--- src/rtl/dds_pkg.sv ---
// Shared definitions for the DDS-to-DAC serial path: frame layout and transmitter states.
package dds_pkg;

    localparam int unsigned FRAME_BITS = 16;
    localparam int unsigned PAD_HI     = 4;
    localparam int unsigned PAD_LO     = 4;
    localparam int unsigned DATA_BITS  = FRAME_BITS - PAD_HI - PAD_LO;

    typedef enum logic [1:0] {
        StIdle,
        StSetup,
        StShift,
        StHold
    } tx_state_e;

    // 8-bit sample lands in the top of the 10-bit DAC code, so the two fill bits read as zero.
    function automatic logic [FRAME_BITS-1:0] build_frame(input logic [DATA_BITS-1:0] sample);
        return {{PAD_HI{1'b0}}, sample, {PAD_LO{1'b0}}};
    endfunction

endpackage

--- src/rtl/clk_div_tick.sv ---
// Free-running modulo-COUNT counter emitting a one-cycle tick on its terminal count.
module clk_div_tick #(
    parameter int unsigned COUNT = 2
) (
    input  logic clk_i,
    input  logic rst_i,
    input  logic clr_i,
    output logic tick_o
);

    localparam int unsigned W = (COUNT > 1) ? $clog2(COUNT) : 1;

    logic [W-1:0] count_q, count_d;

    always_comb begin
        tick_o  = (count_q == W'(COUNT - 1));
        count_d = (clr_i || tick_o) ? '0 : count_q + 1'b1;
    end

    always_ff @(posedge clk_i) begin
        if (rst_i) begin
            count_q <= '0;
        end else begin
            count_q <= count_d;
        end
    end

endmodule

--- src/rtl/dac_spi_tx.sv ---
// Serialises one DDS sample per sample tick into a 16-bit SPI write to the DAC.
module dac_spi_tx
    import dds_pkg::*;
#(
    parameter int unsigned CLK_DIV    = 2,
    parameter int unsigned SAMPLE_DIV = 100
) (
    input  logic                 sys_clk,
    input  logic                 sys_rst,
    input  logic                 enable,
    input  logic [DATA_BITS-1:0] data_in,
    output logic                 dac_cs_n,
    output logic                 dac_sclk,
    output logic                 dac_din,
    output logic                 busy,
    output logic                 frame_done,
    output logic                 overrun
);

    // Half-period index 2*FRAME_BITS is the extra low phase before chip select releases.
    localparam int unsigned HALF_LAST = 2 * FRAME_BITS;
    localparam int unsigned HW        = $clog2(HALF_LAST + 1);

    tx_state_e             state_q, state_d;
    logic [FRAME_BITS-1:0] shift_q, shift_d;
    logic [HW-1:0]         half_q, half_d;
    logic                  cs_n_q, cs_n_d;
    logic                  sclk_q, sclk_d;
    logic                  din_q, din_d;
    logic                  busy_q, busy_d;
    logic                  done_q, done_d;
    logic                  ovr_q, ovr_d;
    logic                  sample_tick, phase_tick, phase_clr;

    assign phase_clr = (state_q == StIdle);

    clk_div_tick #(
        .COUNT(SAMPLE_DIV)
    ) u_sample_div (
        .clk_i (sys_clk),
        .rst_i (sys_rst),
        .clr_i (1'b0),
        .tick_o(sample_tick)
    );

    // Held in reset while idle so every frame's first phase is a full CLK_DIV long.
    clk_div_tick #(
        .COUNT(CLK_DIV)
    ) u_phase_div (
        .clk_i (sys_clk),
        .rst_i (sys_rst),
        .clr_i (phase_clr),
        .tick_o(phase_tick)
    );

    always_comb begin
        state_d = state_q;
        shift_d = shift_q;
        half_d  = half_q;
        cs_n_d  = cs_n_q;
        sclk_d  = sclk_q;
        din_d   = din_q;
        busy_d  = busy_q;
        done_d  = 1'b0;
        ovr_d   = ovr_q | (sample_tick & (state_q != StIdle));

        unique case (state_q)
            StIdle: begin
                if (sample_tick && enable) begin
                    state_d = StSetup;
                    shift_d = build_frame(data_in);
                    half_d  = '0;
                    cs_n_d  = 1'b0;
                    sclk_d  = 1'b0;
                    din_d   = shift_d[FRAME_BITS-1];
                    busy_d  = 1'b1;
                end
            end
            StSetup: begin
                if (phase_tick) begin
                    state_d = StShift;
                    sclk_d  = 1'b1;
                end
            end
            StShift: begin
                if (phase_tick) begin
                    if (half_q == HW'(HALF_LAST)) begin
                        state_d = StHold;
                        shift_d = '0;
                        cs_n_d  = 1'b1;
                        din_d   = 1'b0;
                        done_d  = 1'b1;
                    end else begin
                        half_d = half_q + 1'b1;
                        sclk_d = ~half_d[0] && (half_d != HW'(HALF_LAST));
                        // Data moves only on falling edges so it is stable at the DAC's rising edge.
                        if (sclk_q) begin
                            shift_d = shift_q << 1;
                            din_d   = shift_d[FRAME_BITS-1];
                        end
                    end
                end
            end
            StHold: begin
                if (phase_tick) begin
                    state_d = StIdle;
                    busy_d  = 1'b0;
                end
            end
            default: state_d = StIdle;
        endcase
    end

    always_ff @(posedge sys_clk) begin
        if (sys_rst) begin
            state_q <= StIdle;
            shift_q <= '0;
            half_q  <= '0;
            cs_n_q  <= 1'b1;
            sclk_q  <= 1'b0;
            din_q   <= 1'b0;
            busy_q  <= 1'b0;
            done_q  <= 1'b0;
            ovr_q   <= 1'b0;
        end else begin
            state_q <= state_d;
            shift_q <= shift_d;
            half_q  <= half_d;
            cs_n_q  <= cs_n_d;
            sclk_q  <= sclk_d;
            din_q   <= din_d;
            busy_q  <= busy_d;
            done_q  <= done_d;
            ovr_q   <= ovr_d;
        end
    end

    assign dac_cs_n   = cs_n_q;
    assign dac_sclk   = sclk_q;
    assign dac_din    = din_q;
    assign busy       = busy_q;
    assign frame_done = done_q;
    assign overrun    = ovr_q;

endmodule

--- config.mk ---
export PLATFORM = sky130hd
export DESIGN_NAME = dac_spi_tx
export DESIGN_NICKNAME = d
export VERILOG_FILES = /design/src/rtl/dds_pkg.sv /design/src/rtl/clk_div_tick.sv /design/src/rtl/dac_spi_tx.sv
export SDC_FILE = /design/constraint.sdc
export NUM_CORES = 1
export LEC_CHECK = 0
export BUFFER_PORTS_ARGS = -buffer_cell sky130_fd_sc_hd__buf_2
export CAP_MARGIN = 40
export CORE_MARGIN = 2
export CORE_UTILIZATION = 65
export CTS_BUF_LIST = sky130_fd_sc_hd__clkbuf_8
export DETAILED_ROUTE_END_ITERATION = 6
export PLACE_DENSITY = 0.88
export SYNTH_ARGS = -nofsm -noshare
export SYNTH_HDL_FRONTEND = slang
export SYNTH_SLANG_ARGS = --single-unit
--- constraint.sdc ---
create_clock -name sys_clk -period 2.94 [get_ports sys_clk]
set_input_delay 0.588 -clock sys_clk [delete_from_list [all_inputs] [get_ports sys_clk]]
set_output_delay 0.588 -clock sys_clk [all_outputs]
set_load 0.05 [all_outputs]
==> results by group, run 1 <==
Route
  – Iter 0 DRT Violations: 55
  – Wire length per cell: roughly 14 um
  – Post-DR vias/cell: ~5.8
  – Routed Wire Length: between 3 and 4 mm
  – Routed Antenna Nets: 0
  – First-pass detailed-route iteration total: 4
  – DRC Markers: 0
  – Via count: between 1,000 and 1,500

Synth
  – Synth Cell Area: roughly 0.0018 mm^2
  – Synth warn: 0
  – EDFF count, synth: 0
  – Post-synth cell types: between 40 and 50
  – Synth Instances: 201
  – Yosys top cell area share: 37.1%
  – Post-synthesis compound-gate area fraction: 21.0%
  – Post-synthesis mux area share: 5.06%
  – XOR/XNOR share of the synthesized area: between 2 and 2.5%
  – Synth Flop Type: dfxtp_1
  – Synth Area in Simple Gates: between 20% and 30%
  – Synth Register Bits: 33
  – Synth async-reset ratio: 0%
  – Adder-cell area share of the yosys netlist: between 4 and 5%
  – Largest area contributor in the netlist: dfxtp_1
  – Syn_nets: 219
  – Largest family of logic cells by synthesized area: simple AND/OR/NAND/NOR gates
  – Synth top area cells: dfxtp_1 37%, mux2i_1 5.1%, ha_1 4.9%
  – Avg Inst Size Synth: 8.86 um^2
  – Seq/Total Area, Yosys: between 30% and 40%

Timing
  – Max-slew headroom: 49.1%
  – Setup violations, final: 0
  – Final WS setup: between 0.6 and 0.7 ns
  – Achievable frequency: 431 MHz
  – Setup_tns: 0 ns
  – Final Max Tran Viols: 0
  – Crit path time final: 2.32 ns
  – Worst clock skew: roughly 0.0045 ns
  – Period utilisation layout: approximately four fifths
  – RSZ-0062 raised after global routing: false
  – Tightest Pin Transition: 0.763 ns
  – Fin. Hold Viols: 0

Clock network
  – Num CTS Buffers: 5
  – CTS tree: yes
  – Root Driver: clkbuf_8
  – Hold Buf Count CTS: 0
  – Clock latency at the later pin of the worst-skew pair: roughly 0.29 ns
  – H-tree levels: 2
  – CTS Buffer Depth: 2
  – Number of post-CTS setup repair buffers: 0
  – Clock Pin Slew Worst Setup and Hold Paths: ~0.07 ns
  – CTS resizes: 0
  – # clock sinks: 33

Setup path
  – WP data arrival: between 2 and 3 ns
  – CP max FO: 24
  – WP data required: around 3.1 ns
  – Critical path type: reg2reg
  – Crit start category: flop
  – Crit path capture type: flop

Global routing
  – Vias in the first global route: 1,324
  – Initial antenna violation count: 0
  – Largest net degree at the start of global routing: 34
  – Met3 GRT Util: around 7.6%
  – Met1 Use GR: 26.5%
  – GRT overflow: 0
  – GRT Overall Usage: 23.2%
  – Grt met2 use: around two fifths
  – GR peak layer: met2
  – Global-route wire length before repair: between 5 and 6 mm

Floorplanning
  – Initial Util: about 70%
  – DIE AREA: roughly 0.0032 mm^2
  – Row Count: 18
  – # IOs: 17
  – Die H: between 50 and 60 um
  – Die width: between 50 and 60 um
  – Core area: approximately 0.0025 mm^2

Finish
  – Commonest non-fill, non-tap cell in the layout: dfxtp_1
  – Fin cells: ~250
  – Share of post-route cells with drive strength above 1: ~17%
  – Non-Filler Cell Area, Final: 0.00192 mm^2
  – Final nets: between 200 and 250
  – Inserted Diodes: 0
  – Syn-to-layout area delta: 7.51%
  – Most frequent cells in the layout: 33 x dfxtp_1, 16 x inv_1, 16 x nand2_1, 16 x buf_2, 15 x nor2_1

Place
  – Placed cells: 239
  – Pre-CTS setup slack: 0.710 ns
  – Port Buf Inserts: 16
  – Hpwl dp: ~2.4 mm
  – Gpl congestion: ~0.85
  – Post-DP Area: between 0.0015 and 0.002 mm^2

Pwr
  – Switching power: approximately 380 uW
  – Worst IR drop on VDD: between 0.4 and 0.5 mV
  – Clock power share: roughly 28%
  – Pwr/cell area: approximately 600 mW/mm^2
  – Seq pwr share: 45.1%
  – Combinational share of power: a little over a quarter
  – Switching Fraction: 32.8%
  – P_int: between 700 and 800 uW
  – LEAKAGE: 0.000750 uW

Outcome
  – Status: complete, no violations

Worst hold path
  – Hold crit path type: reg2reg

Job
  – Max_cap viols: 0
[power by group through the flow]
stage | clock (uW) | sequential [uW] | combinational [uW]
after floorplan | 0 | 541 | 246
after global placement | 0 | 524 | 291
after detailed placement | 0 | 526 | 306
after CTS | 327 | 517 | 310
after global routing | 346 | 523 | 340
final | 321 | 519 | 309
[path summary, 6_finish.rpt]
check,start,endpoint,slack (ns),cells past startpoint
setup / recovery,state_q[0],shift_q[14],0.62,6
hold / removal,dac_cs_n,dac_cs_n,0.47,1
setup reg to reg,state_q[0],shift_q[14],0.62,6
hold reg to reg,dac_cs_n,dac_cs_n,0.47,1
[synthesized netlist by cell type, drive strengths merged (2+ instances only)]
library cell,number
a21oi,9
a311o,2
buf,4
clkbuf,5
dfxtp,33
ha,7
inv,15
mux2i,9
nand2,17
nand2b,11
nand3,13
nand4,2
nor2,15
nor2b,8
nor3,5
o21ai,6
o21bai,8
o221ai,4
o32ai,5
or3,2
xnor2,3
xor2,2
[layer usage]
metal | routed length, um | vias up
met4 | 48 | 0
met1 | 1510 | 652
li1 | - | 735
met5 | 0 | -
met3 | 149 | 6
met2 | 1690 | 28
[area by class of cell]
cell class	instances	area, um^2
clock buffer	5	68.8
clock inverter	3	13.8
inverter	15	56.3
sequential	33	661
fill	188	629
tap	30	37.5
timing repair buffer	17	87.6
multi-input combinational	144	991
[metrics by stage]
| step | hold WS (ns) | util [%] | power (uW) |
|---|---|---|---|
| finish | 0.469 | 75.3 | 1150 |
| CTS | 0.466 | 75.3 | 1150 |
| global placement | 0.445 | 72.0 | 815 |
| floorplan | 0.430 | - | 786 |
| detailed placement | 0.450 | 72.0 | 832 |
| global route | 0.492 | 75.3 | 1210 |
[critical path: stages (launching register included)]
cell	delay (ns)
dfxtp_1	0.34
inv_1	0.13
ha_1	0.67
nand2_1	0.16
a211oi_2	0.47
nand2_2	0.22
o32ai_2	0.24
[registers in the layout, summed over array words and instances, names as in the netlist]
name,cells
shift_q,11
u_sample_div.count_q,7
half_q,6
state_q,2
busy,1
dac_cs_n,1
dac_din,1
dac_sclk,1
frame_done,1
overrun,1
u_phase_div.tick_o,1
[kinds of logic after synthesis]
family                     Yosys count
AOI/OAI and AO/OA                   46
adders and majority gates            7
muxes                                9
DFF                                 33
xor gates and xnor gates             5
and+or+nand+nor                     77
buffers and inverters               24
Note: power is estimated with default switching activity, not from simulation.
==> inputs of run 2 (changes only) <==
- CORE_UTILIZATION: 65 -> 55
- PLACE_DENSITY: 0.88 -> 0.8
- clock period: 2.94 -> 1.88 ns (I/O delays scaled with it)
==> results by group, run 2 (synthesis gave the netlist of run 1 again) <==
Clock network
  – # clock sinks: 33
  – CTS tree: yes
  – Clock latency at the later pin of the worst-skew pair: approximately 0.29 ns
  – Number of post-CTS setup repair buffers: 0
  – Num CTS Buffers: 5
  – CTS Buffer Depth: 2
  – H-tree levels: 2
  – Clock Pin Slew Worst Setup and Hold Paths: roughly 0.07 ns
  – Root Driver: clkbuf_8
  – Hold Buf Count CTS: 0

Place
  – Port Buf Inserts: 16
  – Hpwl dp: 2.29 mm
  – Pre-CTS setup slack: a little under 0.06 ns
  – Gpl congestion: 0.880

Finish
  – Filler instances: between 200 and 300
  – Biggest regs: shift_q: 11 flops, u_sample_div.count_q: 7 flops, half_q: 6 flops
  – Max reg flops: 11
  – Syn-to-layout area delta: 14.0%
  – Reg with most FFs: shift_q
  – Most frequent cells in the layout: 32 x dfxtp_1, 16 x inv_1, 16 x nand2_1, 16 x buf_2, 15 x nor2_1
  – Inserted Diodes: 0
  – Commonest non-fill, non-tap cell in the layout: dfxtp_1
  – Share of post-route cells with drive strength above 1: between 20% and 30%
  – Final nets: roughly 240

Pwr
  – LEAKAGE: 0.000802 uW
  – Switching Fraction: 29.8%
  – Worst IR drop on VDD: between 0.8 and 0.9 mV
  – Switching power: between 600 and 700 uW
  – Seq pwr share: about two fifths
  – Pwr/cell area: between 900 and 1000 mW/mm^2
  – Clock power share: around a third
  – Combinational share of power: 25.8%
  – P_int: 1420 uW

Setup path
  – WP data required: about 2.1 ns
  – Reg-to-reg slack, setup: between 0.1 and 0.15 ns
  – CP max FO: 12
  – Critical path type: reg2reg
  – Crit start category: flop
  – Crit path capture type: flop
  – WP data arrival: between 1.5 and 2 ns

Timing
  – Max-slew headroom: around 66%
  – Period utilisation layout: between 90% and 100%
  – Setup violations, final: 0
  – Tightest Pin Transition: 0.512 ns
  – Worst clock skew: 0.00746 ns
  – RSZ-0062 raised after global routing: false
  – Final WS setup: 0.120 ns
  – Crit path time final: around 1.8 ns
  – Setup_tns: 0 ns
  – Final Max Tran Viols: 0
  – Achievable frequency: between 500 and 600 MHz
  – Fin. Hold Viols: 0

Job
  – Max_cap viols: 0

Floorplanning
  – DIE AREA: 0.00371 mm^2
  – # IOs: 17
  – Core area: roughly 0.0031 mm^2
  – Die width: 60.9 um
  – Row Count: 20
  – Die H: 60.9 um
  – Initial Util: roughly 58%

Global routing
  – Largest net degree at the start of global routing: 34
  – GRT Overall Usage: a little over a fifth
  – GRT overflow: 0
  – Vias in the first global route: between 1,000 and 1,500
  – Initial antenna violation count: 0
  – Global-route wire length before repair: around 5.6 mm

Route
  – Iter 0 DRT Violations: 66
  – Routed Antenna Nets: 0
  – Post-DR vias/cell: around 5.4
  – DRC Markers: 0
  – Wire length per cell: ~12 um
  – Via count: between 1,000 and 1,500
  – Routed Wire Length: roughly 3.3 mm
  – First-pass detailed-route iteration total: 6

Worst hold path
  – Hold crit path type: in2reg

Outcome
  – Status: complete, no violations
-- run 2: layout make-up --
type                    instances  area [um^2]  share of cell area (%)
inverters                      15         56.3                    2.77
clock buffers                   6         82.6                    4.07
multi-input cells             144          993                    48.9
clock inverters                 2         33.8                    1.66
well taps                      44         55.1                    2.71
flip-flops and latches         33          662                    32.6
repair buffers                 25          148                    7.27
-- run 2: critical path, cell delays in order (launching register included) --
cell and delay (ns):
dfxtp_1 0.34, or4b_4 0.55, o21ai_2 0.15, buf_4 0.20, o211a_1 0.26, mux2i_1 0.19
-- run 2: power by group through the flow --
stage          Combinational, uW  Clock [uW]  Sequential [uW]
6_report                     522         691              811
4_1_cts                      523         703              807
2_1_floorplan                384           0              845
3_3_place_gp                 512           0              819
5_1_grt                      572         738              819
3_5_place_dp                 521           0              821
-- run 2: path summary, 6_finish.rpt --
| kind | cells after the start | start | endpoint |
|---|---|---|---|
| setup / recovery | 5 | u_sample_div.count_q[3] | shift_q[4] |
| hold / removal | 3 | data_in[0] | shift_q[4] |
| setup reg to reg | 5 | u_sample_div.count_q[3] | shift_q[4] |
| hold reg to reg | 2 | shift_q[11] | shift_q[12] |
-- run 2: metrics by stage --
stage | hold WS [ns] | utilization (%) | cells | power [uW] | instance area (um^2)
3_3_place_gp | 0.443 | 62.1 | 261 | 1330 | 1910
2_1_floorplan | 0.430 | - | 201 | 1230 | 1780
6_report | 0.447 | 66.0 | 269 | 2020 | 2030
3_5_place_dp | 0.450 | 62.1 | 261 | 1340 | 1910
4_1_cts | 0.445 | 65.9 | 269 | 2030 | 2030
5_1_grt | 0.450 | 66.0 | 269 | 2130 | 2030
-- run 2: metal layers --
metal  wire, um  GRT usage, %
met5          0             0
met4         40          9.32
met3        135          7.04
met2       1570          33.3
met1       1520          26.0
-- run 2: what timing repair did --
action | 4_1_cts | 5_1_grt
setup endpoints to repair | 0 | 1
gates resized for setup | 0 | 2
endpoints found under the hold margin | 0 | 0
==> inputs of run 3 (changes only) <==
- SKIP_LAST_GASP: unset -> 1
- SYNTH_HIERARCHICAL: unset -> 1
==> results by group, run 3 <==
Setup path
  – Crit-path cells: ha_4, nand4bb_4, nor2_4, a21boi_4, a211o_1, or4b_1, o21ai_1
  – CP max FO: 4
  – WP data required: 2.10 ns
  – Crit start category: flop
  – Worst path max stage delay: 0.47 ns
  – Crit path capture type: flop
  – Worst path slowest cell: or4b_1
  – Critical path type: reg2reg
  – WP data arrival: 2.05 ns

Finish
  – Share of post-route cells with drive strength above 1: 29.5%
  – Final nets: ~250
  – Commonest non-fill, non-tap cell in the layout: dfxtp_1
  – Fin cells: between 200 and 300
  – Multi-input gate area: 0.00111 mm^2
  – Max reg flops: 11
  – Inserted Diodes: 0
  – Register area: ~670 um^2
  – Most frequent cells in the layout: 29 x dfxtp_1, 19 x nor2_1, 19 x buf_4
  – Syn-to-layout area delta: 26.9%
  – Filler instances: between 200 and 250
  – Reg with most FFs: shift_q
  – Biggest regs: shift_q: 11 flops, u_sample_div/count_q: 7 flops, half_q: 6 flops

Synth
  – Synth top area cells: dfxtp_1 38%, ha_1 5.8%, mux2i_1 4.6%
  – Yosys top cell area share: 38.2%
  – Post-synth cell types: 46
  – Synth warn: 6
  – Syn_nets: about 220
  – Synth Register Bits: 33
  – Seq/Total Area, Yosys: between 30% and 40%
  – Synth Instances: roughly 200
  – Synth async-reset ratio: 0%
  – Top cells by count, synth: 33 x dfxtp_1, 20 x nor2_1, 15 x nand2_1
  – Largest area contributor in the netlist: dfxtp_1
  – Synth Flop Type: dfxtp_1
  – Avg Inst Size Synth: between 8 and 9 um^2
  – EDFF count, synth: 0
  – Synth Cell Area: approximately 0.0017 mm^2
  – Most frequent cell after synthesis: dfxtp_1

Job
  – Max_cap viols: 0

Outcome
  – Status: complete, no violations

Timing
  – Final Max Tran Viols: 0
  – Achievable frequency: around 540 MHz
  – Crit path time final: ~1.8 ns
  – Fin. Hold Viols: 0
  – Final hold slack: approximately 0.4 ns
  – Worst clock skew: 0.00538 ns
  – Setup violations, final: 0
  – Period utilisation layout: between 90% and 100%

Place
  – Port Buf Inserts: 16
  – Placed cells: ~270
  – Gpl congestion: approximately 0.82
  – Hpwl dp: between 2 and 3 mm

Floorplanning
  – # IOs: 17
  – Initial Util: a little under three fifths
  – Row Count: 20
  – Core area: between 0.003 and 0.004 mm^2
  – Die width: about 60 um
  – Die H: ~60 um
  – DIE AREA: roughly 0.0036 mm^2

Clock network
  – CTS tree: yes
  – Num CTS Buffers: 5
  – Clock Pin Slew Worst Setup and Hold Paths: about 0.070 ns
  – H-tree levels: 2
  – Clock latency at the later pin of the worst-skew pair: roughly 0.28 ns
  – # clock sinks: 33
  – CTS Buffer Depth: 2
  – Root Driver: clkbuf_8

Route
  – Routed Antenna Nets: 0
  – Routed Wire Length: 3.86 mm
  – Wire length per cell: 13.9 um
  – DRC Markers: 0
  – First-pass detailed-route iteration total: 4
  – Iter 0 DRT Violations: 53
  – Via count: around 1,500
  – Post-DR vias/cell: around 5.5

Pwr
  – LEAKAGE: slightly above 0.0008 uW
  – Pwr/cell area: ~800 mW/mm^2
  – Worst IR drop on VDD: between 0.5 and 0.6 mV

Global routing
  – Vias in the first global route: 1,416
  – GRT overflow: 0
  – Global-route wire length before repair: about 6.5 mm
  – Largest net degree at the start of global routing: 21
  – Initial antenna violation count: 0
  – GRT Overall Usage: between 20% and 30%

Worst hold path
  – Hold crit path type: in2reg
==> run 3: layout make-up <==
type,instances,area share (%)
clock inverter,1,0.171
timing repair buffer,36,11.0
clock buffer,6,3.76
tap,44,2.51
multi-input combinational,148,50.5
sequential,33,30.3
inverter,10,1.71
==> run 3: metrics by stage <==
| stage | total power (uW) | utilization [%] | worst slack, ns | area [um^2] | setup TNS [ns] |
|---|---|---|---|---|---|
| after floorplan | 1040 | - | 0.0350 | 1760 | 0 |
| after global placement | 1150 | 66.0 | 0.0135 | 2000 | 0 |
| after detailed placement | 1170 | 66.0 | -0.104 | 2000 | -0.370 |
| after CTS | 1700 | 69.9 | 0.0315 | 2120 | 0 |
| after global routing | 1820 | 72.6 | -0.0279 | 2200 | -0.0973 |
| final | 1750 | 72.6 | 0.0450 | 2200 | 0 |
==> run 3: layer usage <==
layer | track usage [%] | vias up | part of all wire [%]
met3 | 5.19 | 5 | 3.2
met5 | 0 | - | 0
met4 | 7.62 | 0 | 1.1
met1 | 32.1 | 722 | 47
li1 | - | 781 | -
met2 | 38.0 | 24 | 49
==> run 3: kinds of logic (layout without fill, tap and decap cells) <==
group           Yosys count  count (layout)  share of synthesized area [%]
flops                    33              33                           38.2
buf+inv                  17              53                           4.12
mux                       8               8                           4.62
simple gates             76              76                           23.9
xor+xnor                  3               3                           1.52
other cells               1               1                          0.217
compound gates           52              52                           21.7
fa+ha+maj                 8               8                           5.78
==> run 3: path summary, 6_finish.rpt <==
| check | startpoint | slack [ns] | cells after the start | end |
|---|---|---|---|---|
| max reg2reg | u_sample_div/count_q[1] | 0.04 | 7 | shift_q[4] |
| max | u_sample_div/count_q[1] | 0.04 | 7 | shift_q[4] |
| min | sys_rst | 0.40 | 2 | overrun |
| min reg2reg | overrun | 0.47 | 2 | overrun |
==> run 3: repair_timing <==
action                                 in CTS  in global routing
pin swaps                                   2                  5
buffers inserted                            1                  3
endpoints found under the hold margin       0                  0
hold buffers                                0                  0
resized for setup                           8                 14
setup endpoints to repair                  10                 13
==> run 3: critical path: cells and delay by family (launching register included) <==
family | cells | cell delay, ns
adders and majority gates | 1 | 0.15
and+or+nand+nor | 3 | 0.78
AOI/OAI and AO/OA | 3 | 0.48
DFF | 1 | 0.36
==> run 3: where the power goes <==
| group | switching [uW] | leakage [uW] | total [uW] | internal [uW] |
|---|---|---|---|---|
| Sequential | 33.4 | 0.000268 | 783 | 749 |
| Combinational | 253 | 0.000500 | 433 | 180 |
| Clock | 245 | 0.0000485 | 530 | 285 |
| Total | 531 | 0.000817 | 1750 | 1210 |
